**config.mk**
```make
export PLATFORM = sky130hd
export DESIGN_NAME = lemmings_world_flat
export DESIGN_NICKNAME = d
export VERILOG_FILES = /design/src/rtl/lemmings_pkg.sv /design/src/rtl/lemmings_world_if.sv /design/src/rtl/lemmings_height_map.sv /design/src/rtl/lemmings_world.sv /design/src/flat_wrapper.sv
export SDC_FILE = /design/constraint.sdc
export NUM_CORES = 1
export LEC_CHECK = 0
export BUFFER_PORTS_ARGS = -buffer_cell sky130_fd_sc_hd__buf_2
export CAP_MARGIN = 20
export CORE_MARGIN = 2
export CORE_UTILIZATION = 60
export DETAILED_ROUTE_END_ITERATION = 6
export PLACE_DENSITY = 0.79
export SLEW_MARGIN = 15
export SYNTH_ARGS = -nofsm -noshare
export SYNTH_HDL_FRONTEND = slang
export SYNTH_HIERARCHICAL = 1
export SYNTH_SLANG_ARGS = --single-unit
```
**constraint.sdc**
```tcl
create_clock -name clk -period 6.1 [get_ports clk]
set_input_delay 0 -clock clk [delete_from_list [all_inputs] [get_ports clk]]
set_output_delay 0 -clock clk [all_outputs]
set_load 0.02 [all_outputs]
```
**src/rtl/lemmings_pkg.sv**
```systemverilog
// rtl/lemmings_pkg.sv - shared types and constants for the lemmings terrain model
// Contents: default geometry, height_t/pos_t, world_state_e, fall length saturation helper.
package lemmings_pkg;

    localparam int WIDTH_DEF = 16;
    localparam int H_W_DEF   = 5;
    localparam int POS_W_DEF = $clog2(WIDTH_DEF);

    typedef logic [H_W_DEF-1:0]   height_t;
    typedef logic [POS_W_DEF-1:0] pos_t;

    typedef enum logic {
        IDLE = 1'b0,
        RUN  = 1'b1
    } world_state_e;

    localparam int FALL_LEN_MAX = 31;
    localparam int FALL_W       = 5;

    function automatic logic [FALL_W-1:0] fall_sat_inc(input logic [FALL_W-1:0] v);
        if (v == FALL_W'(FALL_LEN_MAX)) begin
            return v;
        end
        return v + FALL_W'(1);
    endfunction

endpackage

```
**src/rtl/lemmings_world_if.sv**
```systemverilog
// rtl/lemmings_world_if.sv - walker <-> world feedback loop signals
// Signals: walk_left/walk_right/aaah/digging (walker -> world),
//          ground/bump_left/bump_right/dig (world -> walker).
// Modports: master = world side, slave = walker side.
interface lemmings_world_if;
    logic walk_left;
    logic walk_right;
    logic aaah;
    logic digging;
    logic ground;
    logic bump_left;
    logic bump_right;
    logic dig;

    modport master (
        input  walk_left, walk_right, aaah, digging,
        output ground, bump_left, bump_right, dig
    );

    modport slave (
        output walk_left, walk_right, aaah, digging,
        input  ground, bump_left, bump_right, dig
    );
endinterface

```
**src/rtl/lemmings_height_map.sv**
```systemverilog
// rtl/lemmings_height_map.sv - WIDTH x H_W height register file
// Ports: clk, rst_n (async, active low, clears all heights to bedrock),
//        we/waddr/wdata (single write port),
//        raddr_a/rdata_a, raddr_b/rdata_b (two asynchronous read ports).
module lemmings_height_map #(
    parameter  int WIDTH = 16,
    parameter  int H_W   = 5,
    localparam int POS_W = $clog2(WIDTH)
) (
    input  logic             clk,
    input  logic             rst_n,
    input  logic             we,
    input  logic [POS_W-1:0] waddr,
    input  logic [H_W-1:0]   wdata,
    input  logic [POS_W-1:0] raddr_a,
    output logic [H_W-1:0]   rdata_a,
    input  logic [POS_W-1:0] raddr_b,
    output logic [H_W-1:0]   rdata_b
);

    logic [H_W-1:0] mem [WIDTH];

    always_ff @(posedge clk or negedge rst_n) begin
        if (!rst_n) begin
            for (int i = 0; i < WIDTH; i++) begin
                mem[i] <= '0;
            end
        end else if (we) begin
            mem[waddr] <= wdata;
        end
    end

    assign rdata_a = mem[raddr_a];
    assign rdata_b = mem[raddr_b];

endmodule

```
**src/rtl/lemmings_world.sv**
```systemverilog
// rtl/lemmings_world.sv - 1-D terrain model closing the loop around the lemming walker FSM
// Ports: clk, areset_n (async, active low);
//        cfg_we/cfg_col/cfg_height (height map write), start, dig_req (game controller);
//        walker (lemmings_world_if.master: walker inputs in, ground/bump/dig out);
//        pos, alt, fall_len (status).
// Build option: LEMMINGS_WORLD_WRAP_EN makes columns wrap around instead of bumping at the edges.
module lemmings_world
    import lemmings_pkg::*;
#(
    parameter  int WIDTH       = WIDTH_DEF,
    parameter  int H_W         = H_W_DEF,
    parameter  int STEP_CYCLES = 4,
    parameter  int DIG_CYCLES  = 3,
    parameter  int START_POS   = 0,
    localparam int POS_W       = $clog2(WIDTH)
) (
    input  logic                clk,
    input  logic                areset_n,
    input  logic                cfg_we,
    input  logic [POS_W-1:0]    cfg_col,
    input  logic [H_W-1:0]      cfg_height,
    input  logic                start,
    input  logic                dig_req,
    lemmings_world_if.master    walker,
    output logic [POS_W-1:0]    pos,
    output logic [H_W-1:0]      alt,
    output logic [FALL_W-1:0]   fall_len
);

    localparam int SC_W = $clog2(STEP_CYCLES + 1);
    localparam int DC_W = $clog2(DIG_CYCLES + 1);
    localparam logic [H_W-1:0]   H_ONE    = 1;
    localparam logic [POS_W-1:0] POS_ONE  = 1;
    localparam logic [POS_W-1:0] POS_LAST = POS_W'(WIDTH - 1);
    localparam logic [POS_W-1:0] POS_INIT = POS_W'(START_POS);

    world_state_e      state;
    logic [SC_W-1:0]   step_cnt;
    logic [DC_W-1:0]   dig_cnt;
    logic [FALL_W-1:0] fall_cnt;
    logic              aaah_d;
    logic              bump_left_q;
    logic              bump_right_q;
    logic              dig_q;

    logic [H_W-1:0]    h_pos;
    logic [H_W-1:0]    h_tgt;
    logic [POS_W-1:0]  tgt;
    logic [POS_W-1:0]  rd_b_addr;
    logic              at_edge;
    logic              edge_block;
    logic              run;
    logic              on_ground;
    logic              walking;
    logic              step_fire;
    logic              move_block;
    logic              dig_active;
    logic              dig_fire;
    logic              dig_dec;
    logic              dig_retry;
    logic              map_we;
    logic [POS_W-1:0]  map_waddr;
    logic [H_W-1:0]    map_wdata;

    // Left wins if the walker ever asserts both directions.
    always_comb begin
        tgt     = pos;
        at_edge = 1'b0;
        if (walker.walk_left) begin
            if (pos == '0) begin
                at_edge = 1'b1;
                tgt     = POS_LAST;
            end else begin
                tgt = pos - POS_ONE;
            end
        end else begin
            if (pos == POS_LAST) begin
                at_edge = 1'b1;
                tgt     = '0;
            end else begin
                tgt = pos + POS_ONE;
            end
        end
    end

`ifdef LEMMINGS_WORLD_WRAP_EN
    assign edge_block = 1'b0;
`else
    assign edge_block = at_edge;
`endif

    // The target read port doubles as the START_POS lookup on a start cycle.
    assign rd_b_addr  = start ? POS_INIT : tgt;

    assign run        = (state == RUN);
    assign on_ground  = (alt == h_pos);
    assign walking    = run && on_ground && (walker.walk_left || walker.walk_right) && !start;
    assign step_fire  = walking && (step_cnt == SC_W'(STEP_CYCLES - 1));
    assign move_block = edge_block || (h_tgt > alt);
    assign dig_active = run && on_ground && walker.digging && !start;
    assign dig_fire   = dig_active && (dig_cnt == DC_W'(DIG_CYCLES - 1));
    assign dig_dec    = dig_fire && (h_pos != '0);

    // A map write always owns the single write port. If it hits another column the
    // decrement is not lost: the dig timer is held at its final count and retries.
    assign dig_retry  = dig_dec && cfg_we && (cfg_col != pos);

    always_comb begin
        map_we    = 1'b0;
        map_waddr = pos;
        map_wdata = h_pos - H_ONE;
        if (cfg_we) begin
            map_we    = 1'b1;
            map_waddr = cfg_col;
            map_wdata = cfg_height;
        end else if (dig_dec) begin
            map_we    = 1'b1;
        end
    end

    lemmings_height_map #(
        .WIDTH (WIDTH),
        .H_W   (H_W)
    ) u_height_map (
        .clk     (clk),
        .rst_n   (areset_n),
        .we      (map_we),
        .waddr   (map_waddr),
        .wdata   (map_wdata),
        .raddr_a (pos),
        .rdata_a (h_pos),
        .raddr_b (rd_b_addr),
        .rdata_b (h_tgt)
    );

    always_ff @(posedge clk or negedge areset_n) begin
        if (!areset_n) begin
            state        <= IDLE;
            pos          <= '0;
            alt          <= '0;
            step_cnt     <= '0;
            dig_cnt      <= '0;
            fall_cnt     <= '0;
            fall_len     <= '0;
            aaah_d       <= 1'b0;
            bump_left_q  <= 1'b0;
            bump_right_q <= 1'b0;
            dig_q        <= 1'b0;
        end else begin
            bump_left_q  <= 1'b0;
            bump_right_q <= 1'b0;

            if (dig_req) begin
                dig_q <= 1'b1;
            end else if (walker.digging || start) begin
                dig_q <= 1'b0;
            end

            aaah_d <= walker.aaah;
            if (walker.aaah) begin
                fall_cnt <= fall_sat_inc(fall_cnt);
            end else if (aaah_d) begin
                fall_len <= fall_cnt;
                fall_cnt <= '0;
            end

            if (start) begin
                state    <= RUN;
                pos      <= POS_INIT;
                alt      <= h_tgt;
                step_cnt <= '0;
                dig_cnt  <= '0;
            end else if (run) begin
                // Falls one level per cycle; a raised column under the lemming lifts it.
                if (alt > h_pos) begin
                    alt <= alt - H_ONE;
                end else if (alt < h_pos) begin
                    alt <= h_pos;
                end

                if (!walking || step_fire) begin
                    step_cnt <= '0;
                end else begin
                    step_cnt <= step_cnt + SC_W'(1);
                end

                if (step_fire) begin
                    if (move_block) begin
                        bump_left_q  <= walker.walk_left;
                        bump_right_q <= !walker.walk_left;
                    end else begin
                        pos <= tgt;
                    end
                end

                if (!dig_active) begin
                    dig_cnt <= '0;
                end else if (dig_fire) begin
                    if (!dig_retry) begin
                        dig_cnt <= '0;
                    end
                end else begin
                    dig_cnt <= dig_cnt + DC_W'(1);
                end
            end else begin
                step_cnt <= '0;
                dig_cnt  <= '0;
            end
        end
    end

    assign walker.ground     = !run || on_ground;
    assign walker.bump_left  = bump_left_q;
    assign walker.bump_right = bump_right_q;
    assign walker.dig        = dig_q;

endmodule
```
**src/flat_wrapper.sv**
```systemverilog
// flat-port wrapper written by rule: the top's interface ports become plain ports
module lemmings_world_flat import lemmings_pkg::*;
#(
    parameter  int WIDTH       = WIDTH_DEF,
    parameter  int H_W         = H_W_DEF,
    parameter  int STEP_CYCLES = 4,
    parameter  int DIG_CYCLES  = 3,
    parameter  int START_POS   = 0,
    localparam int POS_W       = $clog2(WIDTH)
)
  (clk, areset_n, cfg_we, cfg_col, cfg_height, start, dig_req, pos, alt, fall_len, walker_walk_left, walker_walk_right, walker_aaah, walker_digging, walker_ground, walker_bump_left, walker_bump_right, walker_dig);
  lemmings_world_if walker_i ();
  input  logic clk;
  input  logic areset_n;
  input  logic cfg_we;
  input  logic [POS_W-1:0] cfg_col;
  input  logic [H_W-1:0] cfg_height;
  input  logic start;
  input  logic dig_req;
  output logic [POS_W-1:0] pos;
  output logic [H_W-1:0] alt;
  output logic [FALL_W-1:0] fall_len;
  input wire logic [$bits(walker_i.walk_left)-1:0] walker_walk_left;
  input wire logic [$bits(walker_i.walk_right)-1:0] walker_walk_right;
  input wire logic [$bits(walker_i.aaah)-1:0] walker_aaah;
  input wire logic [$bits(walker_i.digging)-1:0] walker_digging;
  output wire logic [$bits(walker_i.ground)-1:0] walker_ground;
  output wire logic [$bits(walker_i.bump_left)-1:0] walker_bump_left;
  output wire logic [$bits(walker_i.bump_right)-1:0] walker_bump_right;
  output wire logic [$bits(walker_i.dig)-1:0] walker_dig;
  assign walker_i.walk_left = walker_walk_left;
  assign walker_i.walk_right = walker_walk_right;
  assign walker_i.aaah = walker_aaah;
  assign walker_i.digging = walker_digging;
  assign walker_ground = walker_i.ground;
  assign walker_bump_left = walker_i.bump_left;
  assign walker_bump_right = walker_i.bump_right;
  assign walker_dig = walker_i.dig;
  lemmings_world #(.WIDTH(WIDTH), .H_W(H_W), .STEP_CYCLES(STEP_CYCLES), .DIG_CYCLES(DIG_CYCLES), .START_POS(START_POS)) u_core (.clk(clk), .areset_n(areset_n), .cfg_we(cfg_we), .cfg_col(cfg_col), .cfg_height(cfg_height), .start(start), .dig_req(dig_req), .walker(walker_i), .pos(pos), .alt(alt), .fall_len(fall_len));
endmodule
```
==> results.json <==
{
  "r2r-end": "u_core/pos[3]",
  "layout-drive-gt1-share": 0.341,
  "ctsHtreeMaxLevel": 3,
  "postCtsSetupRepairBufs": 0,
  "tightest_slew_ns": 0.850,
  "hp-class": "primary input to flop",
  "irDropWorstVdd_v": 0.000280,
  "syn-num-nets": 572,
  "clockBufferDepth": 2,
  "async_reset_ff_frac": 1.00,
  "hold-path-cell-count": 4,
  "power_uw": 2780,
  "fillCellCount": 755,
  "cts_sinks": 109,
  "ys_ff_latch": 109,
  "slew_headroom": 0.428,
  "avgSynthCellArea_um2": 12.1,
  "worstPathArrival_ns": 5.06,
  "syn_area_um2": 6460,
  "dr.first_iter.drc_count": 541,
  "wl_per_cell_um": 22.0,
  "grt_pass1_vias": 4782,
  "timing.rr.start": "u_core/pos[0]",
  "core-area_um2": 10400,
  "path_class": "flop to flop",
  "multi_input_area_um2": 3540,
  "drc": 0,
  "combPwrFrac": 0.434,
  "routed_wl_um": 15700,
  "cp.required_ns": 6.39,
  "cts_tree": "done",
  "yosys_warnings": 6,
  "rsz0062_at_grt": "false",
  "p_leak_uw": 0.00314,
  "rows": 37,
  "critical_path.startpoint_type": "flop",
  "grt_first_pass_wirelength_um": 25700,
  "min_to": "u_core/step_cnt[2]",
  "grt-ovfl-total": 0,
  "root_buffer": "clkbuf_8",
  "powerDensity_nw_per_um2": 395,
  "fin_setup_tns_ns": 0,
  "max_cap_viol_count": 0,
  "run_status": "completed",
  "intPower_uw": 1720,
  "power.share.sequential": 0.412,
  "sw_frac_of_total": 0.383,
  "ff2ff_setup_slack_ns": 1.33,
  "regArea_um2": 2730,
  "max_freq_mhz": 210,
  "setup_viol": 0,
  "report.final.slew_viol_count": 0,
  "mostFrequentLayoutCells": "dfrtp_1 (109), mux2_2 (76), mux4_2 (40)",
  "crit_path_end_kind": "flop",
  "pwr-share-clk": 0.154,
  "start_util": 0.623,
  "synthDistinctLibCells": 55,
  "io_pins": 36,
  "seq_area_frac_synth": 0.422,
  "antenna_found_initial": 0,
  "numCtsBuffers": 9,
  "final_common_cell": "dfrtp_1",
  "dieArea_um2": 11600,
  "path_max_fanout": 14,
  "ant_nets": 0,
  "reg2reg_depth": 14,
  "power_switching_uw": 1070,
  "synthCells": 534,
  "grt_use_total": 0.293,
  "clk_latency_ns": 0.39,
  "diodes": 0,
  "syn2layout_area_growth_pct": 8.93,
  "grt_max_degree": 70,
  "post_dp_cell_area_um2": 6770,
  "drt_pass1_iterations": 5,
  "nets": 610,
  "fin_skew_ns": 0.0146,
  "fin_crit_sh": 0.782,
  "final_util": 0.678,
  "post-route-cell-area_um2": 7030,
  "min_period_ns": 4.77,
  "hp-start": "walker_walk_right",
  "clk_pin_slew_worst_paths_ns": 0.11,
  "globalplace.congestion": 0.957,
  "vias": 4773,
  "hpwl_um": 11200,
  "die_h_um": 108,
  "hold_viol": 0,
  "die_w_um": 108,
  "synth_flop_cell": "dfrtp_1",
  "portBuffers": 35,
  "synth_edf_count": 0,
  "vias_per_cell": 6.69
}
## through the flow
step / setup slack (ns) / instances / hold WS (ns)
finish: 1.33 / 713 / 0.0247
global route: 1.07 / 713 / 0.0536
CTS: 1.44 / 713 / 0.0256
detailed placement: 1.47 / 690 / 0.0272
global placement: 1.54 / 690 / 0.0206
floorplan: 1.85 / 534 / -0.296
## routing by layer
layer | vias up | global-route usage | wire [um]
met5 | - | 0 | 0
met4 | 0 | 0.0833 | 297
met3 | 33 | 0.0587 | 1100
met2 | 217 | 0.463 | 7670
met1 | 2441 | 0.417 | 6590
li1 | 2082 | - | -
## area by class of cell
cell class                 instances  area share
multi-input combinational        377       0.503
sequential                       109       0.388
inverter                          23      0.0123
timing repair buffer              52      0.0459
clock buffer                      11      0.0201
tap                              136      0.0242
clock inverter                     5     0.00694
## synthesized netlist by cell type (2+ instances only)
master,instances,share of area
o22ai_1,4,0.0039
nand4_1,5,0.0048
inv_1,23,0.013
nand3_1,26,0.020
nor4b_1,2,0.0027
xnor2_1,9,0.012
dfrtp_1,109,0.42
or3_1,5,0.0048
nor2_1,31,0.018
nor3_1,4,0.0031
ha_1,20,0.039
a31oi_1,6,0.0058
a22o_1,2,0.0027
o221ai_1,3,0.0041
clkbuf_1,15,0.0087
o21a_1,2,0.0023
nand3b_1,2,0.0023
mux2_4,15,0.035
a21o_1,2,0.0023
a22oi_1,12,0.014
mux2_2,76,0.13
nand2b_1,10,0.0097
buf_2,9,0.0070
a21oi_1,12,0.0093
mux4_2,40,0.14
nand2_1,38,0.022
o21ai_0,17,0.013
nor2b_1,8,0.0078
## cell families after synthesis
group	count (synthesis)	share of synthesized area
simple gates	142	0.111
mux	131	0.307
flops	109	0.422
compound gates	75	0.0779
buf+inv	48	0.0302
fa+ha+maj	20	0.0388
xor+xnor	9	0.0122
## repair_timing
item / CTS / global route
hold buffers: 7 / 0
endpoints found under the hold margin: 50 / 0
resized for setup: 0 / 0
## how the worst max path moves through the flow
| stage | cells after the start | end | slack [ns] | from |
|---|---|---|---|---|
| 2_1_floorplan | 17 | u_core/pos[0] | 1.85 | u_core/pos[0] |
| 3_3_place_gp | 15 | u_core/pos[0] | 1.54 | u_core/pos[0] |
| 3_5_place_dp | 16 | u_core/pos[1] | 1.47 | u_core/pos[0] |
| 4_1_cts | 16 | u_core/pos[1] | 1.44 | u_core/pos[0] |
| 5_1_grt | 15 | u_core/pos[3] | 1.07 | u_core/pos[0] |
| 6_report | 14 | u_core/pos[3] | 1.33 | u_core/pos[0] |
## power groups by stage
stage | sequential (uW) | combinational (uW) | clock (uW)
3_3_place_gp | 1130 | 1140 | 0
5_1_grt | 1170 | 1300 | 470
3_5_place_dp | 1150 | 1180 | 0
4_1_cts | 1140 | 1190 | 441
2_1_floorplan | 1110 | 853 | 0
6_report | 1150 | 1210 | 430
## critical path, cell delays in order, from the launching register on
cell	delay [ns]
dfrtp_1	0.63
ha_1	0.39
a21o_1	0.17
a31oi_1	0.21
o21ai_0	0.11
a21oi_1	0.57
nor2_1	0.24
a22oi_1	0.31
nand3_1	0.20
ha_1	0.33
and4_2	0.22
a221o_1	0.36
a21oi_2	0.21
nor3b_4	0.32
mux2_2	0.38
## state kept, by name, indices dropped and copies added, names as in the netlist
signal and cells:
u_core/fall_cnt 5, u_core/u_height_map/mem 80, u_core/fall_len 5, u_core/dig_cnt 2, u_core/walker.bump_left 1, u_core/step_cnt 3, u_core/run 1, u_core/aaah_d 1
u_core/walker.dig 1, u_core/walker.bump_right 1, u_core/alt 5, u_core/pos 4
(Power assumes the default switching activity.)
